**src/rtl/mc_pkg.sv**
```systemverilog
// mc_pkg: shared state encoding, opcode/func constants and datapath select codes for the multi-cycle MIPS control
package mc_pkg;
    typedef enum logic [3:0] {
        S_FETCH, S_DECODE, S_EXEC_R, S_EXEC_I, S_WB_ALU, S_MEMADR, S_MEM_RD,
        S_WB_MEM, S_MEM_WR, S_BRANCH, S_JAL, S_JR, S_HALT
    } state_t;

    typedef struct packed {
        logic addu;
        logic subu;
        logic jr;
        logic jalr;
        logic lw;
        logic sw;
        logic beq;
        logic lui;
        logic ori;
        logic jal;
    } instr_t;

    localparam logic [5:0] OP_RTYPE = 6'b000000;
    localparam logic [5:0] OP_LW    = 6'b100011;
    localparam logic [5:0] OP_SW    = 6'b101011;
    localparam logic [5:0] OP_BEQ   = 6'b000100;
    localparam logic [5:0] OP_LUI   = 6'b001111;
    localparam logic [5:0] OP_ORI   = 6'b001101;
    localparam logic [5:0] OP_JAL   = 6'b000011;

    localparam logic [5:0] FN_ADDU = 6'b100001;
    localparam logic [5:0] FN_SUBU = 6'b100011;
    localparam logic [5:0] FN_JR   = 6'b001000;
    localparam logic [5:0] FN_JALR = 6'b001001;

    localparam logic [2:0] ALU_NOP = 3'b000;
    localparam logic [2:0] ALU_ADD = 3'b010;
    localparam logic [2:0] ALU_SUB = 3'b011;
    localparam logic [2:0] ALU_OR  = 3'b001;

    localparam logic [1:0] PC_ALU = 2'b00;
    localparam logic [1:0] PC_OUT = 2'b01;
    localparam logic [1:0] PC_JMP = 2'b10;
    localparam logic [1:0] PC_RS  = 2'b11;

    localparam logic [1:0] SRCB_B   = 2'b00;
    localparam logic [1:0] SRCB_4   = 2'b01;
    localparam logic [1:0] SRCB_IMM = 2'b10;
    localparam logic [1:0] SRCB_BR  = 2'b11;

    localparam logic [1:0] RD_RT = 2'b00;
    localparam logic [1:0] RD_RD = 2'b01;
    localparam logic [1:0] RD_RA = 2'b10;

    localparam logic [1:0] MTR_ALU = 2'b00;
    localparam logic [1:0] MTR_MDR = 2'b01;
    localparam logic [1:0] MTR_LUI = 2'b10;
    localparam logic [1:0] MTR_PC  = 2'b11;

    localparam logic [1:0] ERR_ILL = 2'b01;
    localparam logic [1:0] ERR_TMO = 2'b10;
endpackage

```
**src/rtl/mc_ctrl_decode.sv**
```systemverilog
// mc_ctrl_decode: maps IR op/func to a one-hot instruction class, flagging anything unsupported
module mc_ctrl_decode
    import mc_pkg::*;
(
    input  logic [5:0] op,
    input  logic [5:0] func,
    output instr_t     instr,
    output logic       illegal
);
    logic r_type;

    always_comb begin
        r_type     = (op == OP_RTYPE);
        instr      = '0;
        instr.addu = r_type && (func == FN_ADDU);
        instr.subu = r_type && (func == FN_SUBU);
        instr.jr   = r_type && (func == FN_JR);
        instr.jalr = r_type && (func == FN_JALR);
        instr.lw   = (op == OP_LW);
        instr.sw   = (op == OP_SW);
        instr.beq  = (op == OP_BEQ);
        instr.lui  = (op == OP_LUI);
        instr.ori  = (op == OP_ORI);
        instr.jal  = (op == OP_JAL);
        illegal    = ~|instr;
    end
endmodule

```
**src/rtl/mc_ctrl_fsm.sv**
```systemverilog
// mc_ctrl_fsm: multi-cycle MIPS control FSM with memory valid/ack handshake, stall watchdog and retire counter
module mc_ctrl_fsm
    import mc_pkg::*;
#(
    parameter int MEM_WAIT_MAX = 255,
    parameter bit ILLEGAL_HALT = 1'b1,
    parameter int CNT_W        = 32
) (
    input  logic             clk,
    input  logic             reset_n,
    input  logic [5:0]       op,
    input  logic [5:0]       func,
    input  logic             zero,
    input  logic             mem_ack,
    output logic             mem_rd,
    output logic             mem_wr,
    output logic             i_or_d,
    output logic             ir_we,
    output logic             pc_we,
    output logic [1:0]       pc_src,
    output logic             alu_src_a,
    output logic [1:0]       alu_src_b,
    output logic [2:0]       alu_ctrl,
    output logic             ext_op,
    output logic [1:0]       reg_dst,
    output logic [1:0]       mem_to_reg,
    output logic             reg_we,
    output logic             instr_done,
    output logic [CNT_W-1:0] retired,
    output logic [1:0]       err
);
    localparam int WW = (MEM_WAIT_MAX > 1) ? $clog2(MEM_WAIT_MAX) : 1;

    state_t           state_q, state_d;
    logic [WW-1:0]    wait_cnt_q, wait_cnt_d;
    logic [CNT_W-1:0] retired_q, retired_d;
    logic [1:0]       err_q, err_d;
    instr_t           ins;
    logic             illegal;
    logic             req;

    mc_ctrl_decode u_decode (.op(op), .func(func), .instr(ins), .illegal(illegal));

    always_comb begin
        state_d    = state_q;
        err_d      = err_q;
        wait_cnt_d = '0;
        req        = 1'b0;
        mem_rd     = 1'b0;
        mem_wr     = 1'b0;
        i_or_d     = 1'b0;
        ir_we      = 1'b0;
        pc_we      = 1'b0;
        pc_src     = PC_ALU;
        alu_src_a  = 1'b0;
        alu_src_b  = SRCB_B;
        alu_ctrl   = ALU_NOP;
        ext_op     = 1'b0;
        reg_dst    = RD_RT;
        mem_to_reg = MTR_ALU;
        reg_we     = 1'b0;
        instr_done = 1'b0;
        case (state_q)
            // state_q sits at S_FETCH during reset, so gating this state alone silences every output
            S_FETCH: begin
                req       = reset_n;
                mem_rd    = reset_n;
                alu_src_b = reset_n ? SRCB_4 : SRCB_B;
                alu_ctrl  = reset_n ? ALU_ADD : ALU_NOP;
                ir_we     = reset_n && mem_ack;
                pc_we     = reset_n && mem_ack;
                state_d   = mem_ack ? S_DECODE : S_FETCH;
            end
            S_DECODE: begin
                alu_src_b  = SRCB_BR;
                alu_ctrl   = ALU_ADD;
                state_d    = (ins.addu | ins.subu) ? S_EXEC_R :
                             (ins.jr | ins.jalr)   ? S_JR     :
                             (ins.lw | ins.sw)     ? S_MEMADR :
                             (ins.ori | ins.lui)   ? S_EXEC_I :
                             ins.beq               ? S_BRANCH :
                             ins.jal               ? S_JAL    :
                             ILLEGAL_HALT          ? S_HALT   : S_FETCH;
                err_d      = err_q | ((illegal && ILLEGAL_HALT) ? ERR_ILL : 2'b00);
                instr_done = illegal && !ILLEGAL_HALT;
            end
            S_EXEC_R: begin
                alu_src_a = 1'b1;
                alu_ctrl  = ins.subu ? ALU_SUB : ALU_ADD;
                state_d   = S_WB_ALU;
            end
            S_EXEC_I: begin
                alu_src_a = 1'b1;
                alu_src_b = SRCB_IMM;
                ext_op    = 1'b1;
                alu_ctrl  = ALU_OR;
                state_d   = S_WB_ALU;
            end
            S_WB_ALU: begin
                reg_we     = 1'b1;
                instr_done = 1'b1;
                reg_dst    = (ins.addu | ins.subu) ? RD_RD : RD_RT;
                mem_to_reg = ins.lui ? MTR_LUI : MTR_ALU;
                state_d    = S_FETCH;
            end
            S_MEMADR: begin
                alu_src_a = 1'b1;
                alu_src_b = SRCB_IMM;
                alu_ctrl  = ALU_ADD;
                state_d   = ins.sw ? S_MEM_WR : S_MEM_RD;
            end
            S_MEM_RD: begin
                req     = 1'b1;
                mem_rd  = 1'b1;
                i_or_d  = 1'b1;
                state_d = mem_ack ? S_WB_MEM : S_MEM_RD;
            end
            S_WB_MEM: begin
                mem_to_reg = MTR_MDR;
                reg_we     = 1'b1;
                instr_done = 1'b1;
                state_d    = S_FETCH;
            end
            S_MEM_WR: begin
                req        = 1'b1;
                mem_wr     = 1'b1;
                i_or_d     = 1'b1;
                instr_done = mem_ack;
                state_d    = mem_ack ? S_FETCH : S_MEM_WR;
            end
            S_BRANCH: begin
                alu_src_a  = 1'b1;
                alu_ctrl   = ALU_SUB;
                pc_src     = PC_OUT;
                pc_we      = zero;
                instr_done = 1'b1;
                state_d    = S_FETCH;
            end
            S_JAL: begin
                reg_dst    = RD_RA;
                mem_to_reg = MTR_PC;
                reg_we     = 1'b1;
                pc_src     = PC_JMP;
                pc_we      = 1'b1;
                instr_done = 1'b1;
                state_d    = S_FETCH;
            end
            S_JR: begin
                pc_src     = PC_RS;
                pc_we      = 1'b1;
                instr_done = 1'b1;
                reg_dst    = ins.jalr ? RD_RD : RD_RT;
                mem_to_reg = ins.jalr ? MTR_PC : MTR_ALU;
                reg_we     = ins.jalr;
                state_d    = S_FETCH;
            end
            S_HALT: state_d = S_HALT;
            default: state_d = S_FETCH;
        endcase
        // an ack arriving in the threshold cycle still completes the request
        if (req && !mem_ack) begin
            if (wait_cnt_q == WW'(MEM_WAIT_MAX - 1)) begin
                state_d = S_HALT;
                err_d   = err_d | ERR_TMO;
            end else begin
                wait_cnt_d = wait_cnt_q + 1'b1;
            end
        end
        retired_d = retired_q + CNT_W'(instr_done);
    end

    always_ff @(posedge clk or negedge reset_n) begin
        if (!reset_n) begin
            state_q    <= S_FETCH;
            wait_cnt_q <= '0;
            retired_q  <= '0;
            err_q      <= '0;
        end else begin
            state_q    <= state_d;
            wait_cnt_q <= wait_cnt_d;
            retired_q  <= retired_d;
            err_q      <= err_d;
        end
    end

    assign retired = retired_q;
    assign err     = err_q;
endmodule

```
**config.mk**
```make
export PLATFORM = sky130hd
export DESIGN_NAME = mc_ctrl_fsm
export DESIGN_NICKNAME = d
export VERILOG_FILES = /design/src/rtl/mc_pkg.sv /design/src/rtl/mc_ctrl_decode.sv /design/src/rtl/mc_ctrl_fsm.sv
export SDC_FILE = /design/constraint.sdc
export NUM_CORES = 1
export LEC_CHECK = 0
export ABC_CLOCK_PERIOD_IN_PS = 3450
export BUFFER_PORTS_ARGS = -buffer_cell sky130_fd_sc_hd__buf_2
export CORE_MARGIN = 1.5
export CORE_UTILIZATION = 44
export DETAILED_ROUTE_END_ITERATION = 10
export PLACE_DENSITY = 0.72
export RECOVER_POWER = 100
export SYNTH_ARGS = -nofsm -noshare
export SYNTH_HDL_FRONTEND = slang
export SYNTH_HIERARCHICAL = 1
export SYNTH_SLANG_ARGS = --single-unit
```
**constraint.sdc**
```tcl
create_clock -name clk -period 3.45 [get_ports clk]
set_input_delay 1.035 -clock clk [delete_from_list [all_inputs] [get_ports clk]]
set_output_delay 1.035 -clock clk [all_outputs]
set_load 0.02 [all_outputs]
```
# == After elaboration in Yosys (flattened, before gate mapping) ==
# Index checks and enable logic that the tools add are counted.
# op_classes
addsub,2
eq_ne,23
n_mux,41
n_bitwise,5
reduce_logical,18
# op_table
cell,count
32-bit by 1-bit adder with 32-bit output,1
4-bit two-way mux,8
4-bit case mux with 7 select lines,1
"6-bit by 4-bit equality test with 1-bit output, second input constant",4
"6-bit equality test, second input constant",4
"4-bit equality test, second input constant",5
2-bit case mux with 3 select lines,3
"4-bit by 3-bit equality test with 1-bit output, second input constant",4
8-bit two-way mux,2
1-bit two-way mux,12
2-bit two-way mux,6
2-bit case mux with 5 select lines,1
10-bit OR reduction,1
2-bit OR reduction,5
"8-bit by 1-bit adder with 8-bit output, second input constant",1
"4-bit by 2-bit equality test with 1-bit output, second input constant",2
"8-bit equality test, second input constant",1
1-bit case mux with 2 select lines,4
2-bit case mux with 4 select lines,1
"6-bit by 2-bit equality test with 1-bit output, second input constant",1
"6-bit by 3-bit equality test with 1-bit output, second input constant",1
1-bit logical AND,6
6-bit zero test,1
3-bit two-way mux,2
9 further kinds,12
# word_totals
register_bits,46
input_bits,16
out_inout_bits,54
wordCells,93

# == Longest topological paths before layout ==
# Gate-level depths: netlist of the first run.
# logic_depth
word_depth,10
mapped_depth,11
mapped_depth_nobuf,10

# == Modules after synthesis ==
# Netlist of the first run, hierarchy kept.
# by_module_without_submodules
mod,n_inst,cells_each,area_each_um2,seq_area_each_um2
mc_ctrl_fsm,1,263,2513.7,1151.1
mc_ctrl_decode,1,28,197.7,0.0

# == Worst setup path after synthesis of the first run ==
# Ideal clock, no wire load.
# synth_timing
path_kind,input to output
startpoint,in op[0]
endpoint,out reg_we
arrival_time_ns,2.742
t_required_ns,2.415
slack_ns,-0.327
stages,5
n_path_buf,0
cell_sequence,or3_1 or4_4 nor4b_4 a22oi_1 o22ai_1
# synth_lines
element,line,source
from (decl),mc_ctrl_fsm.sv:11,"input logic [5:0] op,"
to (decl),mc_ctrl_fsm.sv:27,"output logic reg_we,"

==> impl_results.html, run 1 <==
<table>
<tr><th>Metric</th><th>Value</th></tr>
<tr><th colspan="2">Yosys</th></tr>
<tr><td>Fraction of post-synthesis cell area in the top cell type by area</td><td>42.5%</td></tr>
<tr><td>EDFF count, synth</td><td>0</td></tr>
<tr><td>Top cells by area in the synthesized netlist</td><td>sky130_fd_sc_hd__dfrtp_1 42%, sky130_fd_sc_hd__xor2_1 7.4%, sky130_fd_sc_hd__nor2_1 4.8%</td></tr>
<tr><td>Net count after synthesis</td><td>311</td></tr>
<tr><td>Top_reg_cell synth</td><td>sky130_fd_sc_hd__dfrtp_1</td></tr>
<tr><td>Count of distinct cell types in the synthesized netlist</td><td>50</td></tr>
<tr><td>Part of the Yosys area used for sequential elements</td><td>42.5%</td></tr>
<tr><td>Post-Syn Area per Cell</td><td>9.32 µm²</td></tr>
<tr><td>Synth Instances</td><td>291</td></tr>
<tr><td>Post-synthesis cell type with the largest combined area</td><td>sky130_fd_sc_hd__dfrtp_1</td></tr>
<tr><td>Post-synthesis cell area</td><td>0.00271 mm²</td></tr>
<tr><td>Share of synthesized registers carrying an async set or reset</td><td>100%</td></tr>
<tr><td>YS warnings</td><td>6</td></tr>
<tr><td>Register bit count reported by yosys</td><td>46</td></tr>
<tr><th colspan="2">Pwr</th></tr>
<tr><td>Leakage power</td><td>0.00157 µW</td></tr>
<tr><td>Part of the total power dissipated in the clock network</td><td>20.5%</td></tr>
<tr><td>Sequential group share of total power</td><td>42.2%</td></tr>
<tr><td>Ratio of total power to cell area</td><td>489 mW/mm²</td></tr>
<tr><td>Combinational share of power</td><td>37.3%</td></tr>
<tr><td>Switching power of the nets</td><td>657 µW</td></tr>
<tr><td>Switching fraction of total power</td><td>40.0%</td></tr>
<tr><td>Maximum VDD drop</td><td>0.231 mV</td></tr>
<tr><td>Cell-internal power</td><td>987 µW</td></tr>
<tr><th colspan="2">Critical path</th></tr>
<tr><td>Critical Path RT</td><td>2.41 ns</td></tr>
<tr><td>Data arrival, critical path</td><td>2.83 ns</td></tr>
<tr><td>Worst Setup End Kind</td><td>output port</td></tr>
<tr><td>Number of cells on the worst reg-to-reg path</td><td>9</td></tr>
<tr><td>Critical path buffer and inverter count</td><td>2</td></tr>
<tr><td>Cell type group with the largest total delay on the critical path</td><td>simple AND/OR/NAND/NOR gates</td></tr>
<tr><td>Critical register-to-register path endpoint</td><td>retired[17]</td></tr>
<tr><td>Worst r2r src</td><td>state_q[1]</td></tr>
<tr><td>Max stage delay on crit path</td><td>0.47 ns</td></tr>
<tr><td>Worst reg-to-reg setup slack</td><td>0.71 ns</td></tr>
<tr><td>Worst path most repeated cell</td><td>sky130_fd_sc_hd__buf_6</td></tr>
<tr><td>Maximum fanout along the worst path</td><td>4</td></tr>
<tr><td>Critical path start-end classification</td><td>in -&gt; out</td></tr>
<tr><td>Cell depth of the worst setup path</td><td>7</td></tr>
<tr><td>Critical-path cell list</td><td>buf_6 &gt; or3_4 &gt; or4_4 &gt; nor4b_4 &gt; a22oi_1 &gt; o22ai_2 &gt; buf_6</td></tr>
<tr><td>Slowest stage cell on the critical path</td><td>sky130_fd_sc_hd__or4_4</td></tr>
<tr><td>Startpoint types</td><td>input port</td></tr>
<tr><th colspan="2">Detailed routing</th></tr>
<tr><td>Wire length per cell after detailed routing</td><td>13.5 µm</td></tr>
<tr><td>Starting DRC count in detailed routing</td><td>70</td></tr>
<tr><td>Number of iterations in the first detailed-routing pass</td><td>4</td></tr>
<tr><td>Detailed Route WL</td><td>6060 µm</td></tr>
<tr><td>Routed wire length on met3</td><td>330 µm</td></tr>
<tr><td>Top layer reached by signal wires</td><td>met4</td></tr>
<tr><td>Metal2 WL</td><td>2910 µm</td></tr>
<tr><td>Antenna Nets Post-Route</td><td>0</td></tr>
<tr><td>DR DRC count</td><td>0</td></tr>
<tr><td>Via count</td><td>2378</td></tr>
<tr><td>Detail-routed via count per cell</td><td>5.28</td></tr>
<tr><td>Routed metal-1 wire length</td><td>2750 µm</td></tr>
<tr><th colspan="2">Floorplanning</th></tr>
<tr><td>Num ports</td><td>70</td></tr>
<tr><td>Total Die Area</td><td>0.00664 mm²</td></tr>
<tr><td>Horizontal die dimension</td><td>81.5 µm</td></tr>
<tr><td>Placeable core region</td><td>0.00592 mm²</td></tr>
<tr><td>Number of cell rows</td><td>28</td></tr>
<tr><td>Die Span Y</td><td>81.5 µm</td></tr>
<tr><td>Starting density of the core</td><td>45.8%</td></tr>
<tr><th colspan="2">Placement</th></tr>
<tr><td>Routability-driven placement congestion ratio</td><td>0.857</td></tr>
<tr><td>Instance area after placement</td><td>0.00324 mm²</td></tr>
<tr><td>Number of buffer cells added on primary ports</td><td>68</td></tr>
<tr><td>Placed wire-length estimate</td><td>4390 µm</td></tr>
<tr><th colspan="2">Clock network</th></tr>
<tr><td>Deepest clock path buffer count</td><td>2</td></tr>
<tr><td>Clock transition time at the flip-flop clock pins of the worst setup and hold paths</td><td>0.08 ns</td></tr>
<tr><td>Total number of clock tree sinks</td><td>46</td></tr>
<tr><td>Clock tree from TritonCTS</td><td>built</td></tr>
<tr><td>Clock latency reported for the late side of the worst-skew pair</td><td>0.30 ns</td></tr>
<tr><td>CTS root buffer</td><td>sky130_fd_sc_hd__clkbuf_8</td></tr>
<tr><td># hold bufs at CTS</td><td>0</td></tr>
<tr><td>Number of H-tree branching levels</td><td>2</td></tr>
<tr><td>Total clock buffers created by CTS</td><td>5</td></tr>
<tr><th colspan="2">Global routing</th></tr>
<tr><td>Residual overflow from global routing</td><td>0</td></tr>
<tr><td>Via count of the first global-routing pass</td><td>2214</td></tr>
<tr><td>Pin count of the biggest net entering global routing</td><td>47</td></tr>
<tr><td>Initial antenna violation count</td><td>0</td></tr>
<tr><td>Global Route Usage Sum</td><td>19.2%</td></tr>
<tr><td>Wire length of the first global-routing pass</td><td>9860 µm</td></tr>
<tr><th colspan="2">STA</th></tr>
<tr><td>Pins Over Slew Limit</td><td>0</td></tr>
<tr><td>RSZ-0062 raised after global routing</td><td>yes</td></tr>
<tr><td>Post-route worst hold slack</td><td>0.472 ns</td></tr>
<tr><td>Achievable clock frequency</td><td>259 MHz</td></tr>
<tr><td>Final period util</td><td>112%</td></tr>
<tr><td>Number of hold-slack violations in the final timing report</td><td>0</td></tr>
<tr><td>Slew at the pin closest to its max-slew limit</td><td>1.10 ns</td></tr>
<tr><td>Slew HR</td><td>26.8%</td></tr>
<tr><td>Time the final worst path needs with I/O delays and setup</td><td>3.86 ns</td></tr>
<tr><td>Final WS setup</td><td>-0.411 ns</td></tr>
<tr><td>Setup-failing EPs final</td><td>5</td></tr>
<tr><td>Post-route clock skew</td><td>0.00359 ns</td></tr>
<tr><th colspan="2">Final layout</th></tr>
<tr><td>Post-route cell area</td><td>0.00336 mm²</td></tr>
<tr><td>Layout filler cell count</td><td>550</td></tr>
<tr><td>Area added between synthesis and finish</td><td>24.0%</td></tr>
<tr><td># nets final</td><td>394</td></tr>
<tr><td>Leading cell type in the layout, fill and taps excluded</td><td>sky130_fd_sc_hd__dfrtp_1</td></tr>
<tr><td>Multi-input logic area</td><td>0.00150 mm²</td></tr>
<tr><td>Commonest cells after routing, fill and taps aside</td><td>46 x sky130_fd_sc_hd__dfrtp_1, 37 x sky130_fd_sc_hd__clkbuf_1, 35 x sky130_fd_sc_hd__nor2_1, 28 x sky130_fd_sc_hd__nand2_1, 27 x sky130_fd_sc_hd__buf_2</td></tr>
<tr><td>FF/Latch Area</td><td>0.00115 mm²</td></tr>
<tr><td>Share of cells above drive strength 1</td><td>21.6%</td></tr>
<tr><td># diodes</td><td>0</td></tr>
<tr><th colspan="2">Min path</th></tr>
<tr><td>Worst hold path depth</td><td>1</td></tr>
<tr><td>Hold path startpoint</td><td>err[1]</td></tr>
<tr><td>Hold path endpoint</td><td>err[1]</td></tr>
<tr><td>Path class of the lowest-slack min-delay path</td><td>reg -&gt; reg</td></tr>
<tr><th colspan="2">Run status</th></tr>
<tr><td>Outcome</td><td>complete, but fails checks</td></tr>
<tr><td>Violations in the final reports</td><td>setup timing</td></tr>
<tr><th colspan="2">Job</th></tr>
<tr><td>Count of max-cap constraint violations</td><td>0</td></tr>
</table>
## worst max path at each step
stage          start          to  slack (ns)
3_5_place_dp   op[0]  reg_dst[0]       -0.45
2_1_floorplan  op[0]      reg_we       -0.23
3_3_place_gp   op[0]  reg_dst[0]       -0.42
4_1_cts        op[0]      reg_we       -0.41
5_1_grt        op[0]      reg_we       -0.49
6_report       op[0]      reg_we       -0.41
## kinds of logic (layout without fill, tap and decap cells)
kind of cell | count (synthesis) | after routing | share of synthesized area [%]
flops | 46 | 46 | 42.5
xor+xnor | 37 | 37 | 12.0
simple gates | 142 | 142 | 30.5
fa+ha+maj | 4 | 4 | 1.85
other cells | 1 | 1 | 0.138
buf+inv | 24 | 108 | 4.01
compound gates | 35 | 35 | 8.26
mux | 2 | 2 | 0.784
## power by group through the flow
stage,combinational (µW),clock (µW),sequential [µW]
floorplan,409,0,697
global placement,609,0,700
detailed placement,614,0,701
CTS,629,353,691
global route,683,376,707
finish,613,338,693
## cells in the mapped netlist (2+ instances only)
master / count
sky130_fd_sc_hd__xor2_1: 23
sky130_fd_sc_hd__ha_1: 4
sky130_fd_sc_hd__nor2b_1: 4
sky130_fd_sc_hd__nand4_1: 5
sky130_fd_sc_hd__nor4_1: 4
sky130_fd_sc_hd__nand3_1: 11
sky130_fd_sc_hd__nand2_1: 29
sky130_fd_sc_hd__a31oi_1: 4
sky130_fd_sc_hd__a211oi_1: 3
sky130_fd_sc_hd__xnor2_1: 14
sky130_fd_sc_hd__or4_4: 2
sky130_fd_sc_hd__o21a_1: 2
sky130_fd_sc_hd__nor3_1: 12
sky130_fd_sc_hd__nor2_1: 35
sky130_fd_sc_hd__or2_2: 3
sky130_fd_sc_hd__nand3b_1: 3
sky130_fd_sc_hd__o21ai_0: 10
sky130_fd_sc_hd__and2_1: 6
sky130_fd_sc_hd__a21oi_1: 4
sky130_fd_sc_hd__buf_6: 2
sky130_fd_sc_hd__nor4b_1: 2
sky130_fd_sc_hd__inv_1: 12
sky130_fd_sc_hd__nor4_4: 3
sky130_fd_sc_hd__and3_1: 6
sky130_fd_sc_hd__dfrtp_1: 46
sky130_fd_sc_hd__and4_1: 5
sky130_fd_sc_hd__o211ai_1: 2
sky130_fd_sc_hd__clkbuf_1: 9
sky130_fd_sc_hd__o22ai_1: 3
sky130_fd_sc_hd__nor3b_1: 2
sky130_fd_sc_hd__a22oi_1: 2
## through the flow
step | cells | setup slack [ns] | power (µW) | utilization, % | setup TNS [ns]
2_1_floorplan | 291 | -0.227 | 1110 | - | -0.813
3_3_place_gp | 438 | -0.423 | 1310 | 54.7 | -1.85
3_5_place_dp | 438 | -0.454 | 1310 | 54.7 | -2.01
4_1_cts | 448 | -0.408 | 1670 | 57.4 | -1.73
5_1_grt | 450 | -0.489 | 1770 | 56.8 | -2.12
6_report | 450 | -0.411 | 1640 | 56.8 | -1.77
## flip-flops by register name, summed over array words and instances, names as in the netlist
| name | flops |
|---|---|
| wait_cnt_q | 8 |
| state_q | 4 |
| retired | 32 |
| err | 2 |
## area by class of cell
class	count	share of cell area (%)
clock inverters	1	0.149
inverters	12	1.34
clock buffers	7	2.57
flip-flops and latches	46	34.2
well taps	75	2.79
multi-input cells	221	44.7
repair buffers	88	14.2
## worst reg2reg max path, cell delays in order, from the launching register on
cell,delay [ns]
sky130_fd_sc_hd__dfrtp_1,0.57
sky130_fd_sc_hd__or2_2,0.41
sky130_fd_sc_hd__o21ai_0,0.15
sky130_fd_sc_hd__a21oi_1,0.11
sky130_fd_sc_hd__ha_1,0.21
sky130_fd_sc_hd__and2_0,0.21
sky130_fd_sc_hd__nand4_1,0.11
sky130_fd_sc_hd__clkbuf_1,0.53
sky130_fd_sc_hd__nor3_1,0.16
sky130_fd_sc_hd__xor2_1,0.17
## per-layer routing
layer	track usage, %	vias to the layer above
li1	-	1170
met1	23.3	1140
met2	32.7	63
met3	4.22	5
met4	7.93	0
met5	0	-
## repair_timing
action / in CTS / in global routing
setup endpoints to repair: 5 / 5
setup buffers: 2 / 2
gates resized for setup: 13 / 3
pin swaps: 0 / 2
(Power assumes the default switching activity.)
==> run 2, diff against run 1 <==
--- a/config.mk
+++ b/config.mk
@@ -5,12 +5,12 @@
 export SDC_FILE = /design/constraint.sdc
 export NUM_CORES = 1
 export LEC_CHECK = 0
-export ABC_CLOCK_PERIOD_IN_PS = 3450
+export ABC_CLOCK_PERIOD_IN_PS = 4800
 export BUFFER_PORTS_ARGS = -buffer_cell sky130_fd_sc_hd__buf_2
 export CORE_MARGIN = 1.5
 export CORE_UTILIZATION = 44
 export DETAILED_ROUTE_END_ITERATION = 10
-export PLACE_DENSITY = 0.72
+export PLACE_DENSITY = 0.69
 export RECOVER_POWER = 100
 export SYNTH_ARGS = -nofsm -noshare
 export SYNTH_HDL_FRONTEND = slang
==> constraint.sdc (replaced) <==
create_clock -name clk -period 4.8 [get_ports clk]
set_input_delay 1.44 -clock clk [delete_from_list [all_inputs] [get_ports clk]]
set_output_delay 1.44 -clock clk [all_outputs]
set_load 0.02 [all_outputs]
==> impl_results.html, run 2 (synthesis results as in run 1) <==
<table>
<tr><th>Metric</th><th>Value</th></tr>
<tr><th colspan="2">Run status</th></tr>
<tr><td>Outcome</td><td>complete, but fails checks</td></tr>
<tr><td>Violations in the final reports</td><td>capacitance limit, slew limit</td></tr>
<tr><th colspan="2">Detailed routing</th></tr>
<tr><td>Number of iterations in the first detailed-routing pass</td><td>4 (unchanged)</td></tr>
<tr><td>Starting DRC count in detailed routing</td><td>99 (+41%)</td></tr>
<tr><td>Via count</td><td>2315 (-2.6%)</td></tr>
<tr><td>DR DRC count</td><td>0 (unchanged)</td></tr>
<tr><td>Detail-routed via count per cell</td><td>5.35 (+1.2%)</td></tr>
<tr><td>Wire length per cell after detailed routing</td><td>13.9 µm (+2.9%)</td></tr>
<tr><td>Detailed Route WL</td><td>6010 µm (-0.94%)</td></tr>
<tr><td>Antenna Nets Post-Route</td><td>0 (unchanged)</td></tr>
<tr><th colspan="2">Pwr</th></tr>
<tr><td>Switching power of the nets</td><td>473 µW (-28%)</td></tr>
<tr><td>Switching fraction of total power</td><td>41.4% (+1.5 points)</td></tr>
<tr><td>Maximum VDD drop</td><td>0.176 mV (-24%)</td></tr>
<tr><td>Total power after layout</td><td>1140 µW (-31%)</td></tr>
<tr><td>Sequential group share of total power</td><td>45.0% (+2.8 points)</td></tr>
<tr><td>Ratio of total power to cell area</td><td>361 mW/mm² (-26%)</td></tr>
<tr><td>Combinational share of power</td><td>34.2% (-3.1 points)</td></tr>
<tr><td>Part of the total power dissipated in the clock network</td><td>20.8% (+0.3 points)</td></tr>
<tr><td>Leakage power</td><td>0.00148 µW (-6.3%)</td></tr>
<tr><td>Cell-internal power</td><td>669 µW (-32%)</td></tr>
<tr><th colspan="2">Global routing</th></tr>
<tr><td>Global Route Usage Sum</td><td>18.8% (-0.43 points)</td></tr>
<tr><td>Met2 Use GR</td><td>32.2% (-0.50 points)</td></tr>
<tr><td>Residual overflow from global routing</td><td>0 (unchanged)</td></tr>
<tr><td>Pin count of the biggest net entering global routing</td><td>43 (-8.5%)</td></tr>
<tr><td>Initial antenna violation count</td><td>0 (unchanged)</td></tr>
<tr><td>Global-route track usage on met3</td><td>3.33% (-0.89 points)</td></tr>
<tr><td>Wire length of the first global-routing pass</td><td>9800 µm (-0.63%)</td></tr>
<tr><td>Busiest layer in global routing</td><td>met2</td></tr>
<tr><td>Met1 usage</td><td>23.5% (+0.12 points)</td></tr>
<tr><td>Via count of the first global-routing pass</td><td>2204 (-0.45%)</td></tr>
<tr><th colspan="2">Min path</th></tr>
<tr><td>Path class of the lowest-slack min-delay path</td><td>reg -&gt; reg</td></tr>
<tr><th colspan="2">Floorplanning</th></tr>
<tr><td>Starting density of the core</td><td>45.8% (unchanged)</td></tr>
<tr><td>Number of cell rows</td><td>28 (unchanged)</td></tr>
<tr><td>Num ports</td><td>70 (unchanged)</td></tr>
<tr><td>Placeable core region</td><td>0.00592 mm² (unchanged)</td></tr>
<tr><td>Die Span Y</td><td>81.5 µm (unchanged)</td></tr>
<tr><td>Total Die Area</td><td>0.00664 mm² (unchanged)</td></tr>
<tr><td>Horizontal die dimension</td><td>81.5 µm (unchanged)</td></tr>
<tr><th colspan="2">Placement</th></tr>
<tr><td>Routability-driven placement congestion ratio</td><td>0.807 (-5.7%)</td></tr>
<tr><td>Worst slack, placed</td><td>0.121 ns (+0.575 ns)</td></tr>
<tr><td>Placed wire-length estimate</td><td>4320 µm (-1.6%)</td></tr>
<tr><td>Number of buffer cells added on primary ports</td><td>68 (unchanged)</td></tr>
<tr><th colspan="2">STA</th></tr>
<tr><td>Time the final worst path needs with I/O delays and setup</td><td>4.73 ns</td></tr>
<tr><td>Final period util</td><td>98.5%</td></tr>
<tr><td>Post-route clock skew</td><td>0.0111 ns (+0.00754 ns)</td></tr>
<tr><td>Pins Over Slew Limit</td><td>43 (+43)</td></tr>
<tr><td>Slew at the pin closest to its max-slew limit</td><td>2.20 ns (+1.11 ns)</td></tr>
<tr><td>Number of hold-slack violations in the final timing report</td><td>0 (unchanged)</td></tr>
<tr><td>Final WS setup</td><td>0.0716 ns (+0.482 ns)</td></tr>
<tr><td>Slew HR</td><td>-46.9% (-74 points)</td></tr>
<tr><td>Achievable clock frequency</td><td>211 MHz</td></tr>
<tr><td>Setup-failing EPs final</td><td>0 (-5)</td></tr>
<tr><th colspan="2">Final layout</th></tr>
<tr><td>Commonest cells after routing, fill and taps aside</td><td>46 x sky130_fd_sc_hd__dfrtp_1, 36 x sky130_fd_sc_hd__clkbuf_1, 35 x sky130_fd_sc_hd__nor2_1, 31 x sky130_fd_sc_hd__buf_2, 29 x sky130_fd_sc_hd__nand2_1</td></tr>
<tr><td>Leading cell type in the layout, fill and taps excluded</td><td>sky130_fd_sc_hd__dfrtp_1</td></tr>
<tr><td>Area added between synthesis and finish</td><td>16.6%</td></tr>
<tr><td># diodes</td><td>0 (unchanged)</td></tr>
<tr><td>Share of cells above drive strength 1</td><td>16.5% (-5.1 points)</td></tr>
<tr><td># nets final</td><td>377 (-4.3%)</td></tr>
<tr><td>Max FFs per register</td><td>32 (unchanged)</td></tr>
<tr><th colspan="2">Clock network</th></tr>
<tr><td>Clock latency reported for the late side of the worst-skew pair</td><td>0.30 ns (about the same)</td></tr>
<tr><td>Clock transition time at the flip-flop clock pins of the worst setup and hold paths</td><td>0.09 ns (about the same)</td></tr>
<tr><td>Clock tree from TritonCTS</td><td>built</td></tr>
<tr><td>CTS root buffer</td><td>sky130_fd_sc_hd__clkbuf_8</td></tr>
<tr><td>Number of H-tree branching levels</td><td>2 (unchanged)</td></tr>
<tr><td>Deepest clock path buffer count</td><td>2 (unchanged)</td></tr>
<tr><td>Total clock buffers created by CTS</td><td>5 (unchanged)</td></tr>
<tr><td>Total number of clock tree sinks</td><td>46 (unchanged)</td></tr>
<tr><th colspan="2">Job</th></tr>
<tr><td>Count of max-cap constraint violations</td><td>1 (+1)</td></tr>
<tr><th colspan="2">Critical path</th></tr>
<tr><td>Critical Path RT</td><td>3.36 ns (+0.95 ns)</td></tr>
<tr><td>Maximum fanout along the worst path</td><td>5 (+1)</td></tr>
<tr><td>Max stage delay on crit path</td><td>0.49 ns (+0.02 ns)</td></tr>
<tr><td>Startpoint types</td><td>input port</td></tr>
<tr><td>Critical path start-end classification</td><td>in -&gt; out</td></tr>
<tr><td>Worst Setup End Kind</td><td>output port</td></tr>
<tr><td>Data arrival, critical path</td><td>3.29 ns (+0.46 ns)</td></tr>
<tr><td>Critical-path cell list</td><td>buf_2 &gt; or3_4 &gt; or4_4 &gt; nor4b_4 &gt; a22oi_1 &gt; o22ai_1 &gt; buf_4</td></tr>
<tr><td>Slowest stage cell on the critical path</td><td>sky130_fd_sc_hd__or4_4</td></tr>
</table>
==> run 2: critical path: cells and delay by family <==
family / cells / cell delay [ns]
compound gates: 2 / 0.33
buf+inv: 2 / 0.29
simple gates: 3 / 1.23
==> run 2: power by group through the flow <==
| stage | logic [µW] | registers [µW] | clock network, µW |
|---|---|---|---|
| after global routing | 438 | 524 | 262 |
| after CTS | 397 | 511 | 246 |
| after detailed placement | 397 | 519 | 0 |
| after floorplan | 280 | 501 | 0 |
| final | 391 | 514 | 238 |
| after global placement | 392 | 519 | 0 |
==> run 2: what timing repair did <==
action / in CTS / in global routing
buffers inserted: 0 / 1
endpoints found under the hold margin: 0 / 0
resized for setup: 0 / 4
hold buffers: 0 / 0
endpoints found under the setup margin: 0 / 1
==> run 2: cell type report <==
type	instances	area, µm²
clock buffers	5	68.8
clock inverters	3	21.3
fillers	590	2760
inverters	12	45.0
multi-input cells	221	1460
flip-flops and latches	46	1150
well taps	75	93.8
repair buffers	71	324
==> run 2: path summary, 6_finish.rpt <==
| check | startpoint | endpoint | slack [ns] | cells after the start |
|---|---|---|---|---|
| min reg2reg | retired[31] | retired[31] | 0.47 | 1 |
| min | retired[31] | retired[31] | 0.47 | 1 |
| max reg2reg | state_q[0] | retired[29] | 1.68 | 9 |
| max | op[1] | reg_we | 0.07 | 7 |
| max in group asynchronous | reset_n | retired[7] | 1.29 | 2 |
| min in group asynchronous | reset_n | state_q[0] | 1.08 | 1 |
==> run 2: metrics by stage <==
| stage | util (%) | cells | instance area, µm² | setup TNS, ns | hold slack (ns) |
|---|---|---|---|---|---|
| floorplan | - | 291 | 2710 | 0 | 0.454 |
| global placement | 52.3 | 424 | 3100 | 0 | 0.451 |
| detailed placement | 52.3 | 424 | 3100 | 0 | 0.452 |
| CTS | 53.8 | 432 | 3190 | 0 | 0.470 |
| global route | 53.4 | 433 | 3160 | -0.00562 | 0.503 |
| finish | 53.4 | 433 | 3160 | 0 | 0.466 |
==> run 2: metal layers <==
metal / share of wire (%) / vias up
met5: 0 / -
met1: 45 / 1101
li1: - / 1138
met2: 48 / 72
met3: 5.6 / 4
met4: 0.83 / 0
